$ cat config.mk
export PLATFORM = sky130hd
export DESIGN_NAME = count_uart_reporter
export DESIGN_NICKNAME = d
export VERILOG_FILES = /design/src/rtl/count_uart_reporter.sv
export SDC_FILE = /design/constraint.sdc
export NUM_CORES = 1
export LEC_CHECK = 0
export BUFFER_PORTS_ARGS = -buffer_cell sky130_fd_sc_hd__buf_2
export CORE_UTILIZATION = 38
export CTS_CLUSTER_SIZE = 25
export DETAILED_ROUTE_END_ITERATION = 10
export PLACE_DENSITY = 0.56
export REMOVE_ABC_BUFFERS = 1
export SYNTH_ARGS = -nofsm -noshare
export SYNTH_HDL_FRONTEND = slang
export SYNTH_SLANG_ARGS = --single-unit
$ cat constraint.sdc
create_clock -name clock -period 2.1 [get_ports clock]
set_input_delay 0.315 -clock clock [delete_from_list [all_inputs] [get_ports clock]]
set_output_delay 0.315 -clock clock [all_outputs]
set_load 0.01 [all_outputs]
$ cat src/rtl/count_uart_reporter.sv
// Reports each new value of a 4-bit counter on a UART TX line as an ASCII
// hex digit followed by LF, 8N1, LSB first. The newest value wins when
// changes arrive faster than the reports.
module count_uart_reporter #(
    parameter int CLKS_PER_BIT = 4
) (
    input  logic       clock,
    input  logic       reset,
    input  logic [3:0] count,
    output logic       tx,
    output logic       busy,
    output logic [7:0] overrun_count
);

    localparam int TW = (CLKS_PER_BIT > 1) ? $clog2(CLKS_PER_BIT) : 1;
    localparam logic [TW-1:0] T_LAST = TW'(CLKS_PER_BIT - 1);

    typedef enum logic [1:0] {
        IDLE  = 2'd0,
        START = 2'd1,
        DATA  = 2'd2,
        STOP  = 2'd3
    } state_t;

    state_t        state, state_n;
    logic [3:0]    prev;
    logic [3:0]    pend_val, pend_val_n;
    logic          pending, pending_n;
    logic          byte_sel, byte_sel_n;
    logic [7:0]    shift, shift_n;
    logic [TW-1:0] timer, timer_n;
    logic [2:0]    bit_idx, bit_idx_n;
    logic          consume;
    logic          change;
    logic          tx_n;
    logic          busy_n;
    logic [7:0]    overrun_n;

    function automatic logic [7:0] to_ascii(input logic [3:0] v);
        if (v < 4'd10)
            return {4'h3, v};
        else
            return 8'h37 + {4'h0, v};
    endfunction

    function automatic logic [7:0] sat_inc(input logic [7:0] v);
        return (v == 8'hFF) ? v : v + 8'd1;
    endfunction

    // An unknown comparison result falls through the if and counts as no change.
    always_comb begin
        change = 1'b0;
        if (count != prev)
            change = 1'b1;
    end

    always_comb begin
        state_n    = state;
        shift_n    = shift;
        byte_sel_n = byte_sel;
        timer_n    = timer;
        bit_idx_n  = bit_idx;
        consume    = 1'b0;
        case (state)
            IDLE: begin
                if (pending) begin
                    shift_n    = to_ascii(pend_val);
                    consume    = 1'b1;
                    byte_sel_n = 1'b0;
                    timer_n    = '0;
                    state_n    = START;
                end
            end
            START: begin
                if (timer == T_LAST) begin
                    timer_n   = '0;
                    bit_idx_n = 3'd0;
                    state_n   = DATA;
                end else begin
                    timer_n = timer + 1'b1;
                end
            end
            DATA: begin
                if (timer == T_LAST) begin
                    timer_n = '0;
                    shift_n = {1'b0, shift[7:1]};
                    if (bit_idx == 3'd7)
                        state_n = STOP;
                    else
                        bit_idx_n = bit_idx + 3'd1;
                end else begin
                    timer_n = timer + 1'b1;
                end
            end
            STOP: begin
                if (timer == T_LAST) begin
                    timer_n = '0;
                    if (!byte_sel) begin
                        shift_n    = 8'h0A;
                        byte_sel_n = 1'b1;
                        state_n    = START;
                    end else begin
                        state_n = IDLE;
                    end
                end else begin
                    timer_n = timer + 1'b1;
                end
            end
            default: state_n = IDLE;
        endcase
    end

    // A change landing on the consuming edge re-arms pending without an overrun.
    always_comb begin
        pending_n  = pending;
        pend_val_n = pend_val;
        overrun_n  = overrun_count;
        if (change) begin
            pending_n  = 1'b1;
            pend_val_n = count;
            if (pending && !consume)
                overrun_n = sat_inc(overrun_count);
        end else if (consume) begin
            pending_n = 1'b0;
        end
    end

    // Line level is decoded from the next state so tx and busy leave flops directly.
    always_comb begin
        tx_n   = 1'b1;
        busy_n = (state_n != IDLE);
        case (state_n)
            START:   tx_n = 1'b0;
            DATA:    tx_n = shift_n[0];
            default: tx_n = 1'b1;
        endcase
    end

    always_ff @(posedge clock) begin
        if (reset) begin
            state         <= IDLE;
            pending       <= 1'b0;
            byte_sel      <= 1'b0;
            timer         <= '0;
            bit_idx       <= 3'd0;
            tx            <= 1'b1;
            busy          <= 1'b0;
            overrun_count <= 8'd0;
        end else begin
            state         <= state_n;
            pending       <= pending_n;
            byte_sel      <= byte_sel_n;
            timer         <= timer_n;
            bit_idx       <= bit_idx_n;
            tx            <= tx_n;
            busy          <= busy_n;
            overrun_count <= overrun_n;
        end
    end

    // prev tracks count through reset so the value at release is never reported.
    always_ff @(posedge clock) begin
        if (reset || change)
            prev <= count;
        shift    <= shift_n;
        pend_val <= pend_val_n;
    end

endmodule

==> results of run 1 <==
[through the flow]
stage	total power [mW]	area, um2	utilization [%]	cells
final	1.349	1813	45.00	229
after global routing	1.419	1813	45.00	229
after CTS	1.371	1813	45.00	229
after detailed placement	0.9056	1733	43.01	221
after global placement	0.9005	1733	43.01	221
after floorplan	0.8568	1565	-	152
[routing by layer]
metal | up-vias | global-route usage (%)
met5 | - | 0
met4 | 0 | 7.181
met3 | 7 | 5.068
met2 | 19 | 25.12
met1 | 588 | 16.97
li1 | 625 | -
[cells by family after synthesis]
family | Yosys count | share of synthesized area (%)
compound gates | 45 | 16.82
xor+xnor | 6 | 3.256
fa+ha+maj | 5 | 3.876
buf+inv | 18 | 4.883
flops | 34 | 50.85
mux | 4 | 2.481
simple gates | 50 | 17.83
[area by class of cell]
type	instances	area (um2)
tap	50	62.56
sequential	34	820.8
timing repair buffer	19	105.1
fill	428	2216
clock buffer	8	80.08
multi-input combinational	110	714.4
inverter	8	30.03
[power groups by stage]
| stage | Clock [mW] | Combinational, mW | Sequential [mW] |
|---|---|---|---|
| after floorplan | 0 | 0.0883 | 0.769 |
| after global placement | 0 | 0.131 | 0.769 |
| after detailed placement | 0 | 0.134 | 0.771 |
| after CTS | 0.479 | 0.135 | 0.757 |
| after global routing | 0.509 | 0.151 | 0.759 |
| final | 0.458 | 0.134 | 0.756 |
[registers in the layout (all words and copies together) (netlist names)]
name,cells
state,2
timer,2
pend_val,4
byte_sel,1
tx,1
bit_idx,3
overrun_count,8
busy,1
prev,4
pending,1
shift,7
[final timing paths]
path	endpoint	slack, ns
max	overrun_count[3]$_SDFFE_PP0P_	0.26
min	prev[3]$_DFFE_PP_	0.24
max reg2reg	overrun_count[3]$_SDFFE_PP0P_	0.26
min reg2reg	timer[1]$_SDFFE_PP0P_	0.48
[layout by cell type (no fill, tap or decap), types with 2 or more instances in the layout]
| master | netlist | routed |
|---|---|---|
| mux2i_1 | 4 | 4 |
| o31ai_1 | 5 | 5 |
| nand2_1 | 5 | 5 |
| buf_4 | 0 | 4 |
| or3b_1 | 2 | 2 |
| clkbuf_8 | 0 | 5 |
| nor3b_1 | 2 | 2 |
| inv_1 | 8 | 8 |
| and2_1 | 4 | 4 |
| buf_2 | 3 | 15 |
| nand4_1 | 2 | 2 |
| o21ai_1 | 2 | 2 |
| or4_1 | 5 | 5 |
| edfxtp_1 | 14 | 14 |
| xnor2_1 | 5 | 5 |
| o21ai_0 | 10 | 10 |
| nor2b_1 | 4 | 4 |
| nor2_1 | 12 | 12 |
| a21oi_1 | 17 | 17 |
| dfxtp_1 | 20 | 20 |
| nand3_1 | 5 | 5 |
| a31oi_1 | 3 | 3 |
| o22ai_1 | 2 | 2 |
| ha_1 | 5 | 5 |
| clkbuf_1 | 6 | 3 |
==> results.md, run 1 <==
- Outcome: completed
- Worst hold slack: roughly 0.24 ns
- Max cap viols: 0
- Req. time, crit path: 2.32 ns
- Met2 routed WL: 1.412 mm
- Synth Area per Inst: approximately 10 um2
- Clock share of power: between 30% and 40%
- Overflow after GRT: 0
- First-pass GRT wire length: 4.919 mm
- Pre-antenna DRT Iters: 4
- WS Path Type: flop to flop
- Relative slew margins: 45.02%
- Clk Latency, worst-skew pair: 0.29 ns
- Ys flop type: dfxtp_1
- Width of the die: 67.17 um
- Synth cell types: 40
- Vias: about 1200
- Sequential fraction of the synthesis area: 50.85%
- Area delta synth->final: 12.33%
- Int Power: 1.023 mW
- Largest net degree at the start of global routing: 21
- DRC errors left: 0
- CP arrival: 2.06 ns
- Met3 wire len: 99 um
- CP delay by family, top: simple AND/OR/NAND/NOR gates
- Seq cells post-synth: 34
- Fin nets: 189
- IO Port Bufs: 15
- Vias per inst: 5.410
- CTS Buf Count: 5
- Wirelength per Cell: 12.83 um
- Logic pwr share: about a tenth
- Max-slew violation total from the final report: 0
- Fin crit share: 87.65%
- Resized cells post-CTS: 0
- Sw frac: approximately a quarter
- Worst hold stages: 1
- Buf/Inv on CP: 0
- CTS Sinks: 34
- Worst R2R Path Depth: 5
- Max Freq: 543.3 MHz
- Worst Setup SP: overrun_count[0]$_SDFFE_PP0P_
- Die height: 67.17 um
- H-tree Lvls: 2
- Stages on worst setup path: 5
- RSZ-0062 raised after global routing: false
- Worst r2r src: overrun_count[0]$_SDFFE_PP0P_
- Ports: 16
- Initial antenna violation count: 0
- Area contributors post-synth: edfxtp_1 (26%), dfxtp_1 (25%), a21oi_1 (5.3%), ha_1 (3.9%), o21ai_0 (3.1%)
- Worst-margin pin slew: 0.8161 ns
- Gate Count Post-Synth: between 150 and 200
- CP Launch Type: flop
- Synthesized area: roughly 0.0016 mm2
- Synth top area share: a little over a quarter
- Clk root buf: clkbuf_8
- Place WS: 0.2698 ns
- CP max stage cell: or4_1
- Maximum VDD drop: 0.0004277 V
- Number of global-route vias before repair: between 1000 and 1500
- Leakage: 0.7143 nW
- Hold Startpoint: count[3]
- Power Density: roughly 740 mW/mm2
- Dpl hpwl: 2.099 mm
- Ys Warns: 0
- Setup tns final: 0 ns
- Worst-path cell chain: ha_1 > and4_1 > a21o_1 > or4_1 > a21oi_1
- Setup bufs post-CTS: 0
- Worst setup margin: 0.2593 ns
- Asr flop ratio synth: 0%
- GR Util All Layers: 14.98%
- Highest Signal Layer: met4
- CTS max path bufs: 2
- Crit Path Max Fanout: 16
- Crit. End Element: flop
- Clock skew: 0.006817 ns
- EDFF count, synth: 14
- Final wirelength: 2.939 mm
- Min-Delay Path Class: input port to flop
- Flop pwr share: 56.1%
- Clock transition at the registers of the reported paths: roughly 0.060 ns
- CORE AREA: 0.004029 mm2
- Met1 WL: 1.363 mm
- Final hold vios: 0
- Top-count cell post-synth: dfxtp_1
- Number of placement rows: 23
- Routability cong.: 0.7455
- Area leader, netlist: edfxtp_1
- CTS tree: yes
- Hold buffers post-CTS: 0
- Share of layout cells above drive strength 1: 15.08%
- Final setup fails: 0
- Initial Util: about two fifths
- CP max stage delay: between 0.5 and 0.6 ns
- Switching pwr: 326.0 uW
- Final ANT Viol Nets: 0
- Die area: 0.004512 mm2
- Diodes inserted: 0
- Period minus WS final: 1.841 ns
- Synth top cells by count: dfxtp_1 (20), a21oi_1 (17), edfxtp_1 (14), nor2_1 (12), o21ai_0 (10)
- DRT iter0 DRCs: 43
(Power assumes the default switching activity.)
==> run 2: changes to the inputs <==
--- a/config.mk
+++ b/config.mk
@@ -9,7 +9,7 @@
 export CORE_UTILIZATION = 38
 export CTS_CLUSTER_SIZE = 25
 export DETAILED_ROUTE_END_ITERATION = 10
-export PLACE_DENSITY = 0.56
+export PLACE_DENSITY = 0.58
 export REMOVE_ABC_BUFFERS = 1
 export SYNTH_ARGS = -nofsm -noshare
 export SYNTH_HDL_FRONTEND = slang
==> constraint.sdc (replaced) <==
create_clock -name clock -period 1.6 [get_ports clock]
set_input_delay 0.24 -clock clock [delete_from_list [all_inputs] [get_ports clock]]
set_output_delay 0.24 -clock clock [all_outputs]
set_load 0.01 [all_outputs]
==> run 2 against run 1 <==
  * Power up 34%
  * Wire length grew 12%
  * Via count is 5.8% higher
  * Global-route usage up 1.5 points
  * Worst hold slack worse by 0.069 ns
  * Sequential cell count stayed put
  * Maximum frequency increased by 17%
  * Largest cell class unchanged
  * Clock skew increased by 0.0012 ns
  * Critical path type unchanged
  * Final cell count grew 6.6%
  * Register-to-register slack lost 0.23 ns
  * Clock power rose by 30%
  * Critical path depth is the same
==> results.md, run 2 (synthesis gave the netlist of run 1 again) <==
- Outcome: completed
- Min-Delay Path Class: input port to flop
- Largest net degree at the start of global routing: 21
- Crit Path Max Fanout: 5
- H-tree Lvls: 2
- Commonest non-fill, non-tap cell in the layout: dfxtp_1
- CTS tree: yes
- Final Util: 49.57%
- CP Launch Type: flop
- Pre-antenna DRT Iters: 4
- Max Freq: 635.0 MHz
- Placed cell count: 235
- Final ANT Viol Nets: 0
- Power Density: between 900 and 1000 mW/mm2
- Overflow after GRT: 0
- Worst r2r src: overrun_count[0]$_SDFFE_PP0P_
- Die height: 67.17 um
- Worst setup margin: 0.02522 ns
- R2R setup slack: 0.03 ns
- Initial antenna violation count: 0
- Number of global-route vias before repair: about 1300
- Die area: 0.004512 mm2
- Largest regs: overrun_count (8), shift (7)
- Width of the die: 67.17 um
- Maximum VDD drop: about 0.00071 V
- Layout fillers: between 300 and 400
- Vias per inst: 5.373
- Reg-to-Reg End: overrun_count[3]$_SDFFE_PP0P_
- RSZ-0062 raised after global routing: true
- Fin nets: 204
- CORE AREA: 0.004029 mm2
- Max cap viols: 0
- Register area: 823.3 um2
- Multi-input gate area: around 800 um2
- Wirelength per Cell: about 13 um
- First-pass GRT wire length: 5.499 mm
- Place WS: -0.1174 ns
- Share of layout cells above drive strength 1: 28.87%
- CTS Sinks: 34
- Final wirelength: ~3.3 mm
- Hold buffers post-CTS: 0
- Max-slew violation total from the final report: 0
- Fin crit share: 98.42%
- Relative slew margins: 73.88%
- Worst R2R Path Depth: 5
- WS Path Type: flop to flop
- Setup bufs post-CTS: 0
- Initial Util: 40.06%
- Routability cong.: between 0.7 and 0.8
- Hold endpoint: prev[2]$_DFFE_PP_
- Final setup fails: 0
- Hold Startpoint: count[2]
- Clk root buf: clkbuf_8
- Final hold vios: 0
- IO Port Bufs: 15
- DRC errors left: 0
- GR Util All Layers: 16.43%
- Max reg flops: 8
- Leakage: 0.8002 nW
- Most frequent cells in the layout: dfxtp_1 (18), buf_4 (16), a21oi_1 (15), buf_2 (15), edfxtp_1 (14)
- Worst-margin pin slew: 0.3893 ns
- Worst hold stages: 1
- Top reg by flops: overrun_count
- Dpl hpwl: about 2.3 mm
- Clock skew: 0.008018 ns
- Setup tns final: 0 ns
- Area delta synth->final: 23.72%
- Clock transition at the registers of the reported paths: 0.07 ns
- CP arrival: 1.79 ns
- DRT iter0 DRCs: 89
- CTS max path bufs: 2
- Vias: 1311
- Ports: 16
- Req. time, crit path: 1.81 ns
- Period minus WS final: around 1.6 ns
- Diodes inserted: 0
- Crit. End Element: flop
- Number of placement rows: 23
- Post-route insts no fill: around 240
- CTS Buf Count: 5
- Clk Latency, worst-skew pair: 0.28 ns
==> run 2: cell count changes in the layout (fill, tap and decap cells not counted), sizes merged <==
cell and delta:
clkinv +2, a21o +2, buf +13, clkbuf -2
==> run 2: where the power goes <==
| group | internal, mW | leakage (nW) | switching (mW) |
|---|---|---|---|
| Combinational | 0.0999 | 0.450 | 0.120 |
| Sequential | 0.962 | 0.307 | 0.0276 |
| Clock | 0.299 | 0.0426 | 0.298 |
| Total | 1.36 | 0.800 | 0.446 |
==> run 2: cell type report <==
type	count	area share (%)
flip-flops and latches	34	41.23
clock buffers	6	3.634
multi-input cells	112	39.29
clock inverters	2	0.4386
repair buffers	32	10.78
well taps	50	3.133
inverters	8	1.504
==> run 2: stage by stage <==
stage | total power [mW] | instance area, um2 | hold WS [ns]
after floorplan | 1.125 | 1565 | 0.3091
after global placement | 1.212 | 1851 | 0.4576
after detailed placement | 1.220 | 1851 | 0.4604
after CTS | 1.821 | 1954 | 0.1638
after global routing | 1.893 | 1997 | 0.1651
final | 1.807 | 1997 | 0.1763
==> run 2: what timing repair did <==
action                                  CTS  global route
pin swaps                                 5             4
gates cloned                              1             1
gates resized for setup                   8             8
endpoints found under the setup margin   11             5
==> run 2: how the worst max path moves through the flow <==
stage / from / to / slack (ns)
detailed placement: overrun_count[0]$_SDFFE_PP0P_ / overrun_count[3]$_SDFFE_PP0P_ / -0.12
finish: overrun_count[0]$_SDFFE_PP0P_ / overrun_count[3]$_SDFFE_PP0P_ / 0.03
global placement: overrun_count[0]$_SDFFE_PP0P_ / overrun_count[1]$_SDFFE_PP0P_ / -0.04
CTS: overrun_count[0]$_SDFFE_PP0P_ / overrun_count[5]$_SDFFE_PP0P_ / 0.007
floorplan: overrun_count[0]$_SDFFE_PP0P_ / overrun_count[5]$_SDFFE_PP0P_ / -0.12
global route: overrun_count[0]$_SDFFE_PP0P_ / overrun_count[4]$_SDFFE_PP0P_ / -0.02
==> run 2: critical path, stage by stage (launching register included) <==
cell and delay [ns]:
dfxtp_2 0.34, ha_4 0.15, and4_4 0.19, a21o_4 0.22, or4_4 0.48, a21oi_2 0.13
==> run 2: metal layers <==
| metal | vias to the layer above | track usage (%) | share of wire, % |
|---|---|---|---|
| met2 | 24 | 27.25 | 50 |
| met5 | - | 0 | 0 |
| li1 | 663 | - | - |
| met3 | 4 | 5.068 | 3.0 |
| met1 | 620 | 20.06 | 46 |
| met4 | 0 | 5.585 | 0.52 |
==> run 3: changes to the inputs <==
--- a/config.mk
+++ b/config.mk
@@ -5,6 +5,7 @@
 export SDC_FILE = /design/constraint.sdc
 export NUM_CORES = 1
 export LEC_CHECK = 0
+export ABC_AREA = 1
 export BUFFER_PORTS_ARGS = -buffer_cell sky130_fd_sc_hd__buf_2
 export CORE_UTILIZATION = 38
 export CTS_CLUSTER_SIZE = 25
==> constraint.sdc (replaced) <==
create_clock -name clock -period 1.6 [get_ports clock]
set_input_delay 0.48 -clock clock [delete_from_list [all_inputs] [get_ports clock]]
set_output_delay 0.48 -clock clock [all_outputs]
set_load 0.01 [all_outputs]
==> run 3 against run 2 <==
  * Sequential cell count unchanged
  * Largest cell class unchanged
  * Utilization decreased by 3.5 points
  * Final cell count grew 20%
  * Critical path depth grew 2
  * Clock power is 1% lower
  * Critical path type unchanged
  * Non-clock buffer count is 10 lower
  * Clock-buffer cell count down 1
  * Maximum frequency rose by 12%
  * Via count up 7.3%
  * Worst hold slack improved by 0.25 ns
  * Die area up 8.2%
  * Largest power group unchanged
  * First-iteration DRC count down 11%
==> results.md, run 3 <==
- Outcome: completed
- Area leader, netlist: edfxtp_1
- Leakage: a little under 1 nW
- Worst-margin pin slew: 0.2800 ns
- Clock transition at the registers of the reported paths: 0.06 ns
- Placement Cell Area: about 0.0019 mm2
- CP delay by family, top: simple AND/OR/NAND/NOR gates
- Seq cells post-synth: 34
- Setup tns final: 0 ns
- Synth Area per Inst: about 8.3 um2
- Routability cong.: 0.7604
- Relative slew margins: 81.31%
- Fin nets: 251
- Dpl hpwl: between 2 and 2.5 mm
- Top-count cell post-synth: nand2_1
- Max reg flops: 8
- Clock share of power: 32.8%
- First-pass GRT wire length: approximately 5.7 mm
- Finished Cell Area: 0.002019 mm2
- Number of placement rows: 24
- CP Launch Type: flop
- Req. time, crit path: 1.81 ns
- Int Power: 1.337 mW
- CP max stage cell: dfxtp_1
- Crit. End Element: flop
- Ys flop type: dfxtp_1
- Wirelength per Cell: 11.34 um
- Largest regs: overrun_count (8), shift (7)
- Die area: 0.004882 mm2
- Final hold vios: 0
- Commonest non-fill, non-tap cell in the layout: nand2_1
- Top reg by flops: overrun_count
- Max-slew violation total from the final report: 0
- Fin crit share: 87.70%
- Final wirelength: 3.324 mm
- Setup bufs post-CTS: 0
- Vias: 1407
- Worst-path cell chain: ha_1 > inv_1 > nor2_4 > nand4_4 > nand3_4 > nand2_1 > a21oi_1
- IO Port Bufs: 15
- Area contributors post-synth: edfxtp_1 (24%), dfxtp_1 (23%), nand2_1 (11%), inv_1 (6.6%), a21oi_1 (4.0%)
- Clk Latency, worst-skew pair: 0.28 ns
- Clk root buf: clkbuf_8
- Sw frac: 25.57%
- Hold buffers post-CTS: 0
- GR Util All Layers: 14.79%
- Gate Count Post-Synth: 212
- DRT iter0 DRCs: 79
- CTS tree: yes
- Synthesized area: 0.001750 mm2
- Diodes inserted: 0
- Worst setup margin: 0.1969 ns
- H-tree Lvls: 2
- EDFF count, synth: 14
- CP arrival: about 1.6 ns
- Ys Warns: 0
- Overflow after GRT: 0
- Sequential fraction of the synthesis area: a little under half
- Max cap viols: 0
- Die height: 69.87 um
- Place WS: between 0.07 and 0.08 ns
- RSZ-0062 raised after global routing: false
- DRC errors left: 0
- Buf/Inv on CP: 1
- Final ANT Viol Nets: 0
- Asr flop ratio synth: 0%
- Largest net degree at the start of global routing: 15
- CTS Sinks: 34
- Power Density: ~900 mW/mm2
- Pre-antenna DRT Iters: 4
- Synth top cells by count: nand2_1 (53), inv_1 (31), dfxtp_1 (20), nor2_1 (18)
- CTS max path bufs: 2
- Final Util: 46.06%
- Flop pwr share: between 50% and 60%
- Most frequent cells in the layout: nand2_1 (53), inv_1 (31), dfxtp_1 (20)
- Synth top area share: about 24%
- CP max stage delay: 0.38 ns
- Initial antenna violation count: 0
- Share of layout cells above drive strength 1: approximately a fifth
- Ports: 16
- Min-Delay Path Class: input port to flop
- Maximum VDD drop: 0.0004955 V
- Final setup fails: 0
- Width of the die: 69.87 um
- Clock skew: 0.006506 ns
- Logic pwr share: a little under an eighth
- WS Path Type: flop to flop
- Max Freq: between 700 and 800 MHz
- Area delta synth->final: 15.37%
- Switching pwr: about 460 uW
- Number of global-route vias before repair: 1275
- CTS Buf Count: 5
- CORE AREA: 0.004384 mm2
- Crit Path Max Fanout: 9
- Initial Util: 39.93%
- Synth cell types: 29
- Vias per inst: 4.802
- Resized cells post-CTS: 0
- Period minus WS final: roughly 1.4 ns
[run 3: cell count changes after synthesis, moves of 4 or more]
cell      delta
clkbuf_1     -5
nand4_1      +6
nor2_1       +6
nand2_1     +48
mux2i_1      -4
nand2_2      +5
nand3_1      +6
and2_1       -4
nor2b_1      -4
o31ai_1      -5
or4_1        -5
xnor2_1      -5
inv_1       +23
[run 3: cell type report]
class	instances	area (um2)
clock inverters	3	11.26
inverters	33	123.9
clock buffers	5	68.82
fillers	448	2365
multi-input cells	144	802.0
well taps	52	65.06
flip-flops and latches	34	820.8
repair buffers	22	127.6
[run 3: power groups by stage]
| stage | clock, mW | combinational, mW | sequential (mW) |
|---|---|---|---|
| 6_report | 0.589 | 0.209 | 0.997 |
| 5_1_grt | 0.640 | 0.240 | 1.00 |
| 4_1_cts | 0.603 | 0.213 | 0.998 |
| 3_5_place_dp | 0 | 0.212 | 1.02 |
| 3_3_place_gp | 0 | 0.210 | 1.02 |
| 2_1_floorplan | 0 | 0.139 | 1.01 |
[run 3: cell families (layout without fill, tap and decap cells)]
kind of cell | after synthesis | after routing | synth area share, %
buffers and inverters | 34 | 63 | 7.291
DFF | 34 | 34 | 46.89
AOI/OAI and AO/OA | 30 | 30 | 10.15
xor gates and xnor gates | 2 | 2 | 1.001
adders and majority gates | 5 | 5 | 3.574
and+or+nand+nor | 107 | 107 | 31.09
[run 3: worst paths after layout]
path / from / to / slack (ns) / cells past startpoint
hold / removal: count[2] / prev[2]$_DFFE_PP_ / 0.43 / 1
setup / recovery: overrun_count[1]$_SDFFE_PP0P_ / overrun_count[6]$_SDFFE_PP0P_ / 0.20 / 7
hold reg to reg: shift[0]$_DFF_P_ / shift[0]$_DFF_P_ / 0.47 / 2
setup reg to reg: overrun_count[1]$_SDFFE_PP0P_ / overrun_count[6]$_SDFFE_PP0P_ / 0.20 / 7
[run 3: per-stage QoR]
step / hold WS (ns) / power (mW) / cells
global route: 0.4268 / 1.885 / 293
CTS: 0.4271 / 1.814 / 293
global placement: 0.4582 / 1.227 / 285
detailed placement: 0.4560 / 1.230 / 285
floorplan: 0.4268 / 1.154 / 211
finish: 0.4281 / 1.796 / 293
[run 3: layer usage]
layer | wire length, um | GRT usage, %
met3 | 113 | 3.463
met2 | 1493 | 23.50
met4 | 25 | 5.333
met5 | 0 | 0
met1 | 1692 | 19.65
